`src/rtl/xs3_to_bin_seq.sv`:
```
// xs3_to_bin_seq
// Sequential Excess-3 to binary converter. A packed word of DIGITS Excess-3
// nibbles is accepted through a valid/ready handshake and converted one digit
// per clock, most significant digit first, with acc = acc*10 + (nibble - 3)
// evaluated modulo 2^BIN_W. Nibbles outside 0011..1100 contribute zero and
// are flagged individually and through a sticky word-level flag.
//
// Parameters
//   DIGITS  number of Excess-3 digits per word (1..8)
//   BIN_W   binary result width, at least ceil(log2(10^DIGITS))
//
// Ports
//   clk            clock, all state changes on the rising edge
//   rst            synchronous active-high reset
//   in_valid       input word presented
//   in_ready       block accepts a word this cycle (high only when idle)
//   in_xs3         packed digits, MSD in the top nibble
//   out_valid      result presented (held until out_ready)
//   out_ready      consumer accepts the result
//   out_bin        binary value
//   out_invalid    at least one nibble was outside 0011..1100
//   out_bad_digit  bit i set when nibble i (in_xs3[4i+3:4i]) was invalid
//   err_cnt        (only with XS3B_ERR_CNT_EN) saturating 16-bit count of
//                  completed words whose out_invalid was set
//
// Optional feature macro: XS3B_ERR_CNT_EN

module xs3_to_bin_seq #(
  parameter int DIGITS = 4,
  parameter int BIN_W  = 14
) (
  input  logic                  clk,
  input  logic                  rst,
  input  logic                  in_valid,
  output logic                  in_ready,
  input  logic [4*DIGITS-1:0]   in_xs3,
  output logic                  out_valid,
  input  logic                  out_ready,
  output logic [BIN_W-1:0]      out_bin,
  output logic                  out_invalid,
  output logic [DIGITS-1:0]     out_bad_digit
`ifdef XS3B_ERR_CNT_EN
  ,
  output logic [15:0]           err_cnt
`endif
);

  typedef enum logic [1:0] {
    IDLE = 2'd0,
    CONV = 2'd1,
    DONE = 2'd2
  } state_t;

  // One-hot pointer starting at the MSD; it doubles as the digit counter and
  // as the bit to set in the bad-digit vector.
  localparam logic [DIGITS-1:0] MSD_MASK = DIGITS'(1) << (DIGITS - 1);

  state_t                state_q, state_d;
  logic [4*DIGITS-1:0]   word_q, word_d;
  logic [DIGITS-1:0]     mask_q, mask_d;
  logic [BIN_W-1:0]      acc_q, acc_d;
  logic                  invalid_q, invalid_d;
  logic [DIGITS-1:0]     bad_q, bad_d;
  logic                  in_ready_q, in_ready_d;
  logic                  out_valid_q, out_valid_d;

  logic [3:0]            nib;
  logic                  nib_ok;
  logic [3:0]            dval;

`ifdef XS3B_ERR_CNT_EN
  logic [15:0]           err_cnt_q, err_cnt_d;
`endif

  // The word is shifted left each CONV cycle so the digit being processed
  // always sits in the top nibble.
  always_comb begin
    nib    = word_q[4*DIGITS-1 -: 4];
    nib_ok = (nib >= 4'd3) && (nib <= 4'd12);
    dval   = nib_ok ? (nib - 4'd3) : 4'd0;
  end

  always_comb begin
    state_d     = state_q;
    word_d      = word_q;
    mask_d      = mask_q;
    acc_d       = acc_q;
    invalid_d   = invalid_q;
    bad_d       = bad_q;
    in_ready_d  = in_ready_q;
    out_valid_d = out_valid_q;

    case (state_q)
      IDLE: begin
        if (in_valid && in_ready_q) begin
          word_d     = in_xs3;
          mask_d     = MSD_MASK;
          acc_d      = '0;
          invalid_d  = 1'b0;
          bad_d      = '0;
          in_ready_d = 1'b0;
          state_d    = CONV;
        end
      end
      CONV: begin
        // acc*10 as (acc<<3)+(acc<<1); truncation gives the modulo wrap.
        acc_d  = (acc_q << 3) + (acc_q << 1) + BIN_W'(dval);
        word_d = word_q << 4;
        mask_d = mask_q >> 1;
        if (!nib_ok) begin
          bad_d     = bad_q | mask_q;
          invalid_d = 1'b1;
        end
        if (mask_q[0]) begin
          state_d     = DONE;
          out_valid_d = 1'b1;
        end
      end
      DONE: begin
        if (out_ready) begin
          state_d     = IDLE;
          out_valid_d = 1'b0;
          in_ready_d  = 1'b1;
        end
      end
      default: begin
        state_d     = IDLE;
        out_valid_d = 1'b0;
        in_ready_d  = 1'b1;
      end
    endcase
  end

`ifdef XS3B_ERR_CNT_EN
  // Counts completed words carrying the invalid flag, saturating.
  always_comb begin
    err_cnt_d = err_cnt_q;
    if ((state_q == DONE) && out_ready && invalid_q && (err_cnt_q != 16'hFFFF)) begin
      err_cnt_d = err_cnt_q + 16'd1;
    end
  end
`endif

  always_ff @(posedge clk) begin
    if (rst) begin
      state_q     <= IDLE;
      word_q      <= '0;
      mask_q      <= '0;
      acc_q       <= '0;
      invalid_q   <= 1'b0;
      bad_q       <= '0;
      in_ready_q  <= 1'b1;
      out_valid_q <= 1'b0;
`ifdef XS3B_ERR_CNT_EN
      err_cnt_q   <= '0;
`endif
    end else begin
      state_q     <= state_d;
      word_q      <= word_d;
      mask_q      <= mask_d;
      acc_q       <= acc_d;
      invalid_q   <= invalid_d;
      bad_q       <= bad_d;
      in_ready_q  <= in_ready_d;
      out_valid_q <= out_valid_d;
`ifdef XS3B_ERR_CNT_EN
      err_cnt_q   <= err_cnt_d;
`endif
    end
  end

  assign in_ready      = in_ready_q;
  assign out_valid     = out_valid_q;
  assign out_bin       = acc_q;
  assign out_invalid   = invalid_q;
  assign out_bad_digit = bad_q;
`ifdef XS3B_ERR_CNT_EN
  assign err_cnt       = err_cnt_q;
`endif

endmodule

```
`config.mk`:
```
export PLATFORM = sky130hd
export DESIGN_NAME = xs3_to_bin_seq
export DESIGN_NICKNAME = d
export VERILOG_FILES = /design/src/rtl/xs3_to_bin_seq.sv
export SDC_FILE = /design/constraint.sdc
export NUM_CORES = 1
export LEC_CHECK = 0
export BUFFER_PORTS_ARGS = -buffer_cell sky130_fd_sc_hd__buf_2
export CAP_MARGIN = 20
export CORE_MARGIN = 5
export CORE_UTILIZATION = 50
export DETAILED_ROUTE_END_ITERATION = 6
export PLACE_DENSITY_LB_ADDON = 0.1
export REMOVE_ABC_BUFFERS = 1
export SLEW_MARGIN = 5
export SYNTH_ARGS = -nofsm -noshare
export SYNTH_HDL_FRONTEND = slang
export SYNTH_SLANG_ARGS = --single-unit
```
`constraint.sdc`:
```
create_clock -name clk -period 3.9 [get_ports clk]
set_input_delay 0.585 -clock clk [delete_from_list [all_inputs] [get_ports clk]]
set_output_delay 0.585 -clock clk [all_outputs]
set_load 0.02 [all_outputs]
```
==> metrics.md, run 1 <==
| Metric | Value |
|---|---|
| Int Pwr | `671 µW` |
| Final WL | `4990 µm` |
| Post-synth top cells | `47 x nor2_1, 43 x dfxtp_1, 29 x nand2_1` |
| Final Hold Viols | `0` |
| Logic pwr share | `17.1%` |
| Root Driver | `clkbuf_8` |
| Syn. warnings | `0` |
| 1st-pass router iterations | `4` |
| Vias per std cell | `5.45` |
| Multi-input gate area | `0.00139 mm²` |
| Largest net degree at the start of global routing | `38` |
| Status | `finished clean` |
| # resized after CTS | `0` |
| Area growth, synth to finish | `13.6%` |
| Max_slew headroom | `53.0%` |
| Maximum clock insertion buffer count | `2` |
| Yosys top cell area share | `36.7%` |
| IR drop worst, VDD | `0.000205 V` |
| Async set-reset flop share out of synthesis | `0%` |
| Chip height | `78.5 µm` |
| Cell accounting for the most synthesized area | `dfxtp_1` |
| DRC | `0` |
| Clk_skew | `0.00320 ns` |
| Dpl hpwl | `3680 µm` |
| First DRT Iteration DRCs | `42` |
| Element type at the critical path end | `flip-flop` |
| Syn_area_per_cell | `8.69 µm²` |
| M1 WL | `2300 µm` |
| GRT Overall Usage | `17.8%` |
| Worst min path class | `reg -> reg` |
| WL met3 | `204 µm` |
| Flops & latches, synth | `43` |
| Max Fclk | `325 MHz` |
| Share of post-route cells with drive strength above 1 | `19.2%` |
| Register Area | `861 µm²` |
| Final number of setup-violating endpoints | `0` |
| TritonCTS clock tree | `built` |
| Crit-path max FO | `5` |
| Switch share | `29.7%` |
| Worst Path Required | `4.10 ns` |
| Fin crit share | `78.9%` |
| Placed insts | `353` |
| Final ANT Viol Nets | `0` |
| RSZ-0062 raised after global routing | `no` |
| Placement Rows | `25` |
| FF-to-FF path depth | `12` |
| Post-layout net count | `352` |
| Via count | `1968` |
| Measured slew at the worst slew-check pin | `0.704 ns` |
| Prevailing post-synth register cell | `dfxtp_1` |
| Core ar. | `0.00463 mm²` |
| Ports | `41` |
| Clock period minus worst slack | `3.08 ns` |
| WS Path Type | `reg -> reg` |
| Final Non-Filler Cells | `361` |
| Total power | `955 µW` |
| CP Launch Type | `flip-flop` |
| PD cells | `358 mW/mm²` |
| First-pass GRT wire length | `8800 µm` |
| Clock group share of total power | `32.2%` |
| GR Overflow Total | `0` |
| Starting Density | `50.7%` |
| Setup tns final | `0 ns` |
| Layout filler cell count | `449` |
| Port buffer count | `40` |
| Syn Inst Count | `270` |
| Synth top area cells | `dfxtp_1 37%, ha_1 13%, nor2_1 7.5%, nand2_1 4.6%, a22oi_1 4.5%` |
| Yosys cell types | `48` |
| Initial antenna violation count | `0` |
| Top-count cell post-synth | `nor2_1` |
| Clk_lat worst skew | `0.30 ns` |
| Total CTS buffers | `5` |
| Leakage | `1.31 nW` |
| H-tree levels | `2` |
| DR WL/cell | `13.8 µm` |
| Ant. Diodes | `0` |
| Placed cell areas | `0.00257 mm²` |
| Vias in the first global route | `1977` |
| Hold buffers post-CTS | `0` |
| Routability cong. | `0.778` |
| Die area | `0.00616 mm²` |
| Clk sinks | `43` |
| Sequential share of power | `50.7%` |
| Die width | `78.5 µm` |
| Worst EP arrival | `3.28 ns` |
| Clock Pin Slew Worst Setup and Hold Paths | `0.09 ns` |
| Hold path depth | `2` |
| Slew Limit Fails | `0` |
| Maxcap violations | `0` |
| Top sig layer | `met4` |
| Design area | `0.00267 mm²` |
| Count of flip-flops with a built-in enable after synthesis | `0` |
| Final Core Density | `57.6%` |
| Mapped Area | `0.00235 mm²` |
| Switch Pwr | `284 µW` |
| Met2 WL | `2400 µm` |
| Setup Buffers After CTS | `0` |
| Post-synthesis sequential area ratio | `36.7%` |
-- worst max-delay path, cell delays in order, from the launching register on --
cell	delay (ns)
dfxtp_1	0.38
ha_1	0.20
nor3_1	0.05
a31oi_1	0.32
nand2_1	0.12
fa_1	0.50
inv_1	0.07
fa_1	0.45
a21oi_1	0.23
o21ai_1	0.11
a211oi_1	0.28
xnor2_1	0.10
a22o_1	0.17
-- power groups by stage --
stage          Clock (mW)  Sequential (mW)  Combinational, mW
2_1_floorplan           0            0.496              0.107
3_3_place_gp            0            0.493              0.164
3_5_place_dp            0            0.494              0.166
4_1_cts             0.319            0.484              0.167
5_1_grt             0.337            0.487              0.190
6_report            0.308            0.484              0.163
-- kinds of logic after synthesis --
family / after synthesis / synth area share (%)
fa+ha+maj: 26 / 14.5
buf+inv: 22 / 4.11
simple gates: 101 / 19.3
flops: 43 / 36.7
xor+xnor: 12 / 4.48
compound gates: 66 / 20.9
-- cell type report --
| cell class | instances | share of cell area, % |
|---|---|---|
| multi-input combinational | 205 | 52.1 |
| sequential | 43 | 32.3 |
| timing repair buffer | 42 | 8.08 |
| clock buffer | 6 | 3.10 |
| tap | 54 | 2.54 |
| inverter | 9 | 1.27 |
| clock inverter | 2 | 0.610 |
-- layout by cell type (no fill, tap or decap), drive strengths merged, types with 8 or more instances in the layout --
| cell | count |
|---|---|
| dfxtp | 43 |
| nand2 | 29 |
| a22oi | 14 |
| a21oi | 17 |
| ha | 24 |
| buf | 42 |
| a311oi | 11 |
| inv | 9 |
| nor2 | 47 |
| xnor2 | 8 |
-- per-layer routing --
layer	track usage, %	vias to the layer above
met2	29.8	34
met4	7.52	0
met5	0	-
li1	-	1030
met3	4.36	6
met1	21.8	898
-- registers in the layout, summed over array words and instances (netlist names) --
signal	count
in_ready	1
mask_q	4
out_bad_digit	4
out_bin	14
out_invalid	1
out_valid	1
state_q	2
word_q	16
-- metrics by stage --
| stage | hold slack [ns] | setup slack [ns] |
|---|---|---|
| after floorplan | 0.450 | 1.11 |
| after global placement | 0.448 | 0.977 |
| after detailed placement | 0.447 | 0.856 |
| after CTS | 0.477 | 0.830 |
| after global routing | 0.504 | 0.548 |
| final | 0.469 | 0.822 |
-- worst paths after layout --
check | start | endpoint | slack, ns
max | word_q[12] | out_bin[10] | 0.82
min | out_invalid | out_invalid | 0.47
max reg2reg | word_q[12] | out_bin[10] | 0.82
min reg2reg | out_invalid | out_invalid | 0.47
Power figures use the tool's default switching activity.
==> run 2: changes to the inputs <==
Clock period 3.9 ns to 2.7 ns, I/O delays scaled along.
==> run 2 against run 1 <==
Against the previous run: the flow now finishes with violations (setup timing); combinational power rose by 75%; maximum frequency rose by 11%; final area up 8.6%; sequential share of layout area down 2.3 points; first-iteration DRC count increased by 62%; non-clock buffer count grew 12; sequential cell count unchanged; highest routed layer unchanged.
==> metrics.md, run 2 (same netlist as run 1, synthesis figures left out) <==
| Metric | Value |
|---|---|
| Core ar. | `0.00463 mm² (unchanged)` |
| Clk_lat worst skew | `0.29 ns (was 0.30 ns)` |
| IR drop worst, VDD | `0.000347 V (was 0.000205 V)` |
| Worst Path Required | `2.90 ns (was 4.10 ns)` |
| Slew Limit Fails | `0 (unchanged)` |
| Clk sinks | `43 (unchanged)` |
| Setup WS pre-CTS | `-0.232 ns (was 0.856 ns)` |
| Final Non-Filler Cells | `372 (was 361)` |
| Die width | `78.5 µm (unchanged)` |
| Clock period minus worst slack | `2.77 ns (was 3.08 ns)` |
| Via count | `2067 (was 1968)` |
| Largest net degree at the start of global routing | `24 (was 38)` |
| Min setup slack post-route | `-0.0685 ns (was 0.822 ns)` |
| 1st-pass router iterations | `4 (unchanged)` |
| First DRT Iteration DRCs | `68 (was 42)` |
| Final Hold Viols | `0 (unchanged)` |
| Total CTS buffers | `5 (unchanged)` |
| Initial antenna violation count | `0 (unchanged)` |
| Ports | `41 (unchanged)` |
| Measured slew at the worst slew-check pin | `0.588 ns (was 0.704 ns)` |
| Hold buffers post-CTS | `0 (unchanged)` |
| Element type at the critical path end | `flip-flop (unchanged)` |
| Share of post-route cells with drive strength above 1 | `28.3% (was 19.2%)` |
| WL met3 | `229 µm (was 204 µm)` |
| Clock Pin Slew Worst Setup and Hold Paths | `0.08 ns (was 0.09 ns)` |
| Setup tns final | `-0.210 ns (was 0 ns)` |
| Fin crit share | `103% (was 78.9%)` |
| M1 WL | `2390 µm (was 2300 µm)` |
| Layout filler cell count | `414 (was 449)` |
| Post-layout net count | `364 (was 352)` |
| Max Fclk | `361 MHz (was 325 MHz)` |
| Biggest register | `word_q (unchanged)` |
| Number of flip-flops in the largest register | `16 (unchanged)` |
| Worst hold margin | `0.344 ns (was 0.469 ns)` |
| Area growth, synth to finish | `23.4% (was 13.6%)` |
| Final ANT Viol Nets | `0 (unchanged)` |
| Ant. Diodes | `0 (unchanged)` |
| Routability cong. | `0.817 (was 0.778)` |
| Final number of setup-violating endpoints | `5 (was 0)` |
| Vias in the first global route | `2068 (was 1977)` |
| R2R Path End | `out_bin[13] (was out_bin[10])` |
| DR WL/cell | `14.5 µm (was 13.8 µm)` |
| Leakage | `1.39 nW (was 1.31 nW)` |
| Design area | `0.00290 mm² (was 0.00267 mm²)` |
| Placed insts | `361 (was 353)` |
| Worst setup startpoint | `word_q[14] (was word_q[12])` |
| Top cell family by delay on the critical path | `compound AO/OA/AOI/OAI gates (was adder cells)` |
| Top sig layer | `met4 (unchanged)` |
| Total power | `1.49 mW (was 955 µW)` |
| First-pass GRT wire length | `9160 µm (was 8800 µm)` |
| Critical path, cell by cell | `nor3_4 -> a31oi_4 -> nand2_1 -> fa_1 -> inv_2 -> ha_1 -> a21oi_2 -> o211ai_2 -> and4_4 -> o21a_1 -> o41ai_2 (was ha_1 -> nor3_1 -> a31oi_1 -> nand2_1 -> fa_1 -> inv_1 -> fa_1 -> a21oi_1 -> o21ai_1 -> a211oi_1 -> xnor2_1 -> a22o_1)` |
| Dpl hpwl | `3830 µm (was 3680 µm)` |
| FF-to-FF path depth | `11 (was 12)` |
| TritonCTS clock tree | `built (unchanged)` |
| Crit-path max FO | `5 (unchanged)` |
| GRT Overall Usage | `18.4% (was 17.8%)` |
| Maximum clock insertion buffer count | `2 (unchanged)` |
| Placement Rows | `25 (unchanged)` |
| Most common cell after layout, fill and taps aside | `nor2_1 (unchanged)` |
| Most used cells in the layout excluding fill and tap cells | `47 x nor2_1, 41 x dfxtp_1, 40 x buf_2 (was 47 x nor2_1, 43 x dfxtp_1, 40 x buf_2)` |
| Root Driver | `clkbuf_8 (unchanged)` |
| Starting Density | `50.7% (unchanged)` |
| Crit path buf inv count | `1 (unchanged)` |
| WS Path Type | `reg -> reg (unchanged)` |
| DRC | `0 (unchanged)` |
| Critical Path Sink | `out_bin[13] (was out_bin[10])` |
| Met2 WL | `2690 µm (was 2400 µm)` |
| Critical Path Stages | `11 (was 12)` |
| Placed cell areas | `0.00263 mm² (was 0.00257 mm²)` |
| Worst EP arrival | `2.97 ns (was 3.28 ns)` |
| Maxcap violations | `0 (unchanged)` |
| Port buffer count | `40 (unchanged)` |
| RSZ-0062 raised after global routing | `yes (was no)` |
| Max_slew headroom | `60.6% (was 53.0%)` |
| Die area | `0.00616 mm² (unchanged)` |
| Worst min path class | `in -> reg (was reg -> reg)` |
| Status | `finished, violations left (was finished clean)` |
| CP Launch Type | `flip-flop (unchanged)` |
| Clk_skew | `0.00525 ns (was 0.00320 ns)` |
| Hold path start | `in_xs3[2] (was out_invalid)` |
| Failing checks | `setup timing` |
| Chip height | `78.5 µm (unchanged)` |
| Final Core Density | `62.5% (was 57.6%)` |
| Worst R2R Start | `word_q[14] (was word_q[12])` |
| Final WL | `5380 µm (was 4990 µm)` |
| PD cells | `513 mW/mm² (was 358 mW/mm²)` |
| Reg2Reg Setup Slack | `-0.07 ns (was 0.82 ns)` |
| H-tree levels | `2 (unchanged)` |
| Vias per std cell | `5.56 (was 5.45)` |
| Slowest cell on crit path | `fa_1 (unchanged)` |
| GR Overflow Total | `0 (unchanged)` |
| CP max stage delay | `0.54 ns (was 0.50 ns)` |
==> run 2: changes by cell type in the layout (fill, tap and decap cells not counted), moves of 3 or more <==
| cell | before | now |
|---|---|---|
| buf_4 | 2 | 11 |
| a21oi_1 | 16 | 12 |
| inv_1 | 9 | 5 |
| a21oi_2 | 1 | 4 |
| buf_6 | 0 | 3 |
==> run 2: final cells by class <==
class / count / area [µm²] / share of cell area (%)
flip-flops and latches: 43 / 868 / 30.0
clock inverters: 2 / 37.5 / 1.30
clock buffers: 5 / 68.8 / 2.38
repair buffers: 54 / 317 / 10.9
well taps: 54 / 67.6 / 2.33
inverters: 9 / 38.8 / 1.34
multi-input cells: 205 / 1500 / 51.7
==> run 2: metal layers <==
layer  track usage, %  vias up
li1                 -     1054
met1             22.2      964
met2             32.1       41
met3             4.36        8
met4             5.59        0
met5                0        -
==> run 2: repair_timing <==
item / 4_1_cts / 5_1_grt
setup buffers: 2 / 2
setup endpoints to repair: 7 / 8
resized for setup: 17 / 17
pin swaps: 7 / 14
==> run 2: worst min path at each step <==
stage / to / slack (ns) / cells after the start
final: word_q[2] / 0.34 / 3
after floorplan: word_q[10] / 0.45 / 2
after CTS: word_q[2] / 0.34 / 3
after detailed placement: out_invalid / 0.45 / 2
after global routing: word_q[3] / 0.34 / 3
after global placement: out_bad_digit[0] / 0.44 / 2
==> run 2: tightest hold or removal path: stages <==
cell	delay, ns
buf_2	0.08
a22oi_1	0.05
nor2_1	0.07
==> run 2: report_power, final <==
part | switching (mW) | internal [mW] | total [mW]
logic | 0.165 | 0.119 | 0.285
clock network | 0.223 | 0.270 | 0.494
registers | 0.0359 | 0.671 | 0.707
total | 0.425 | 1.06 | 1.49
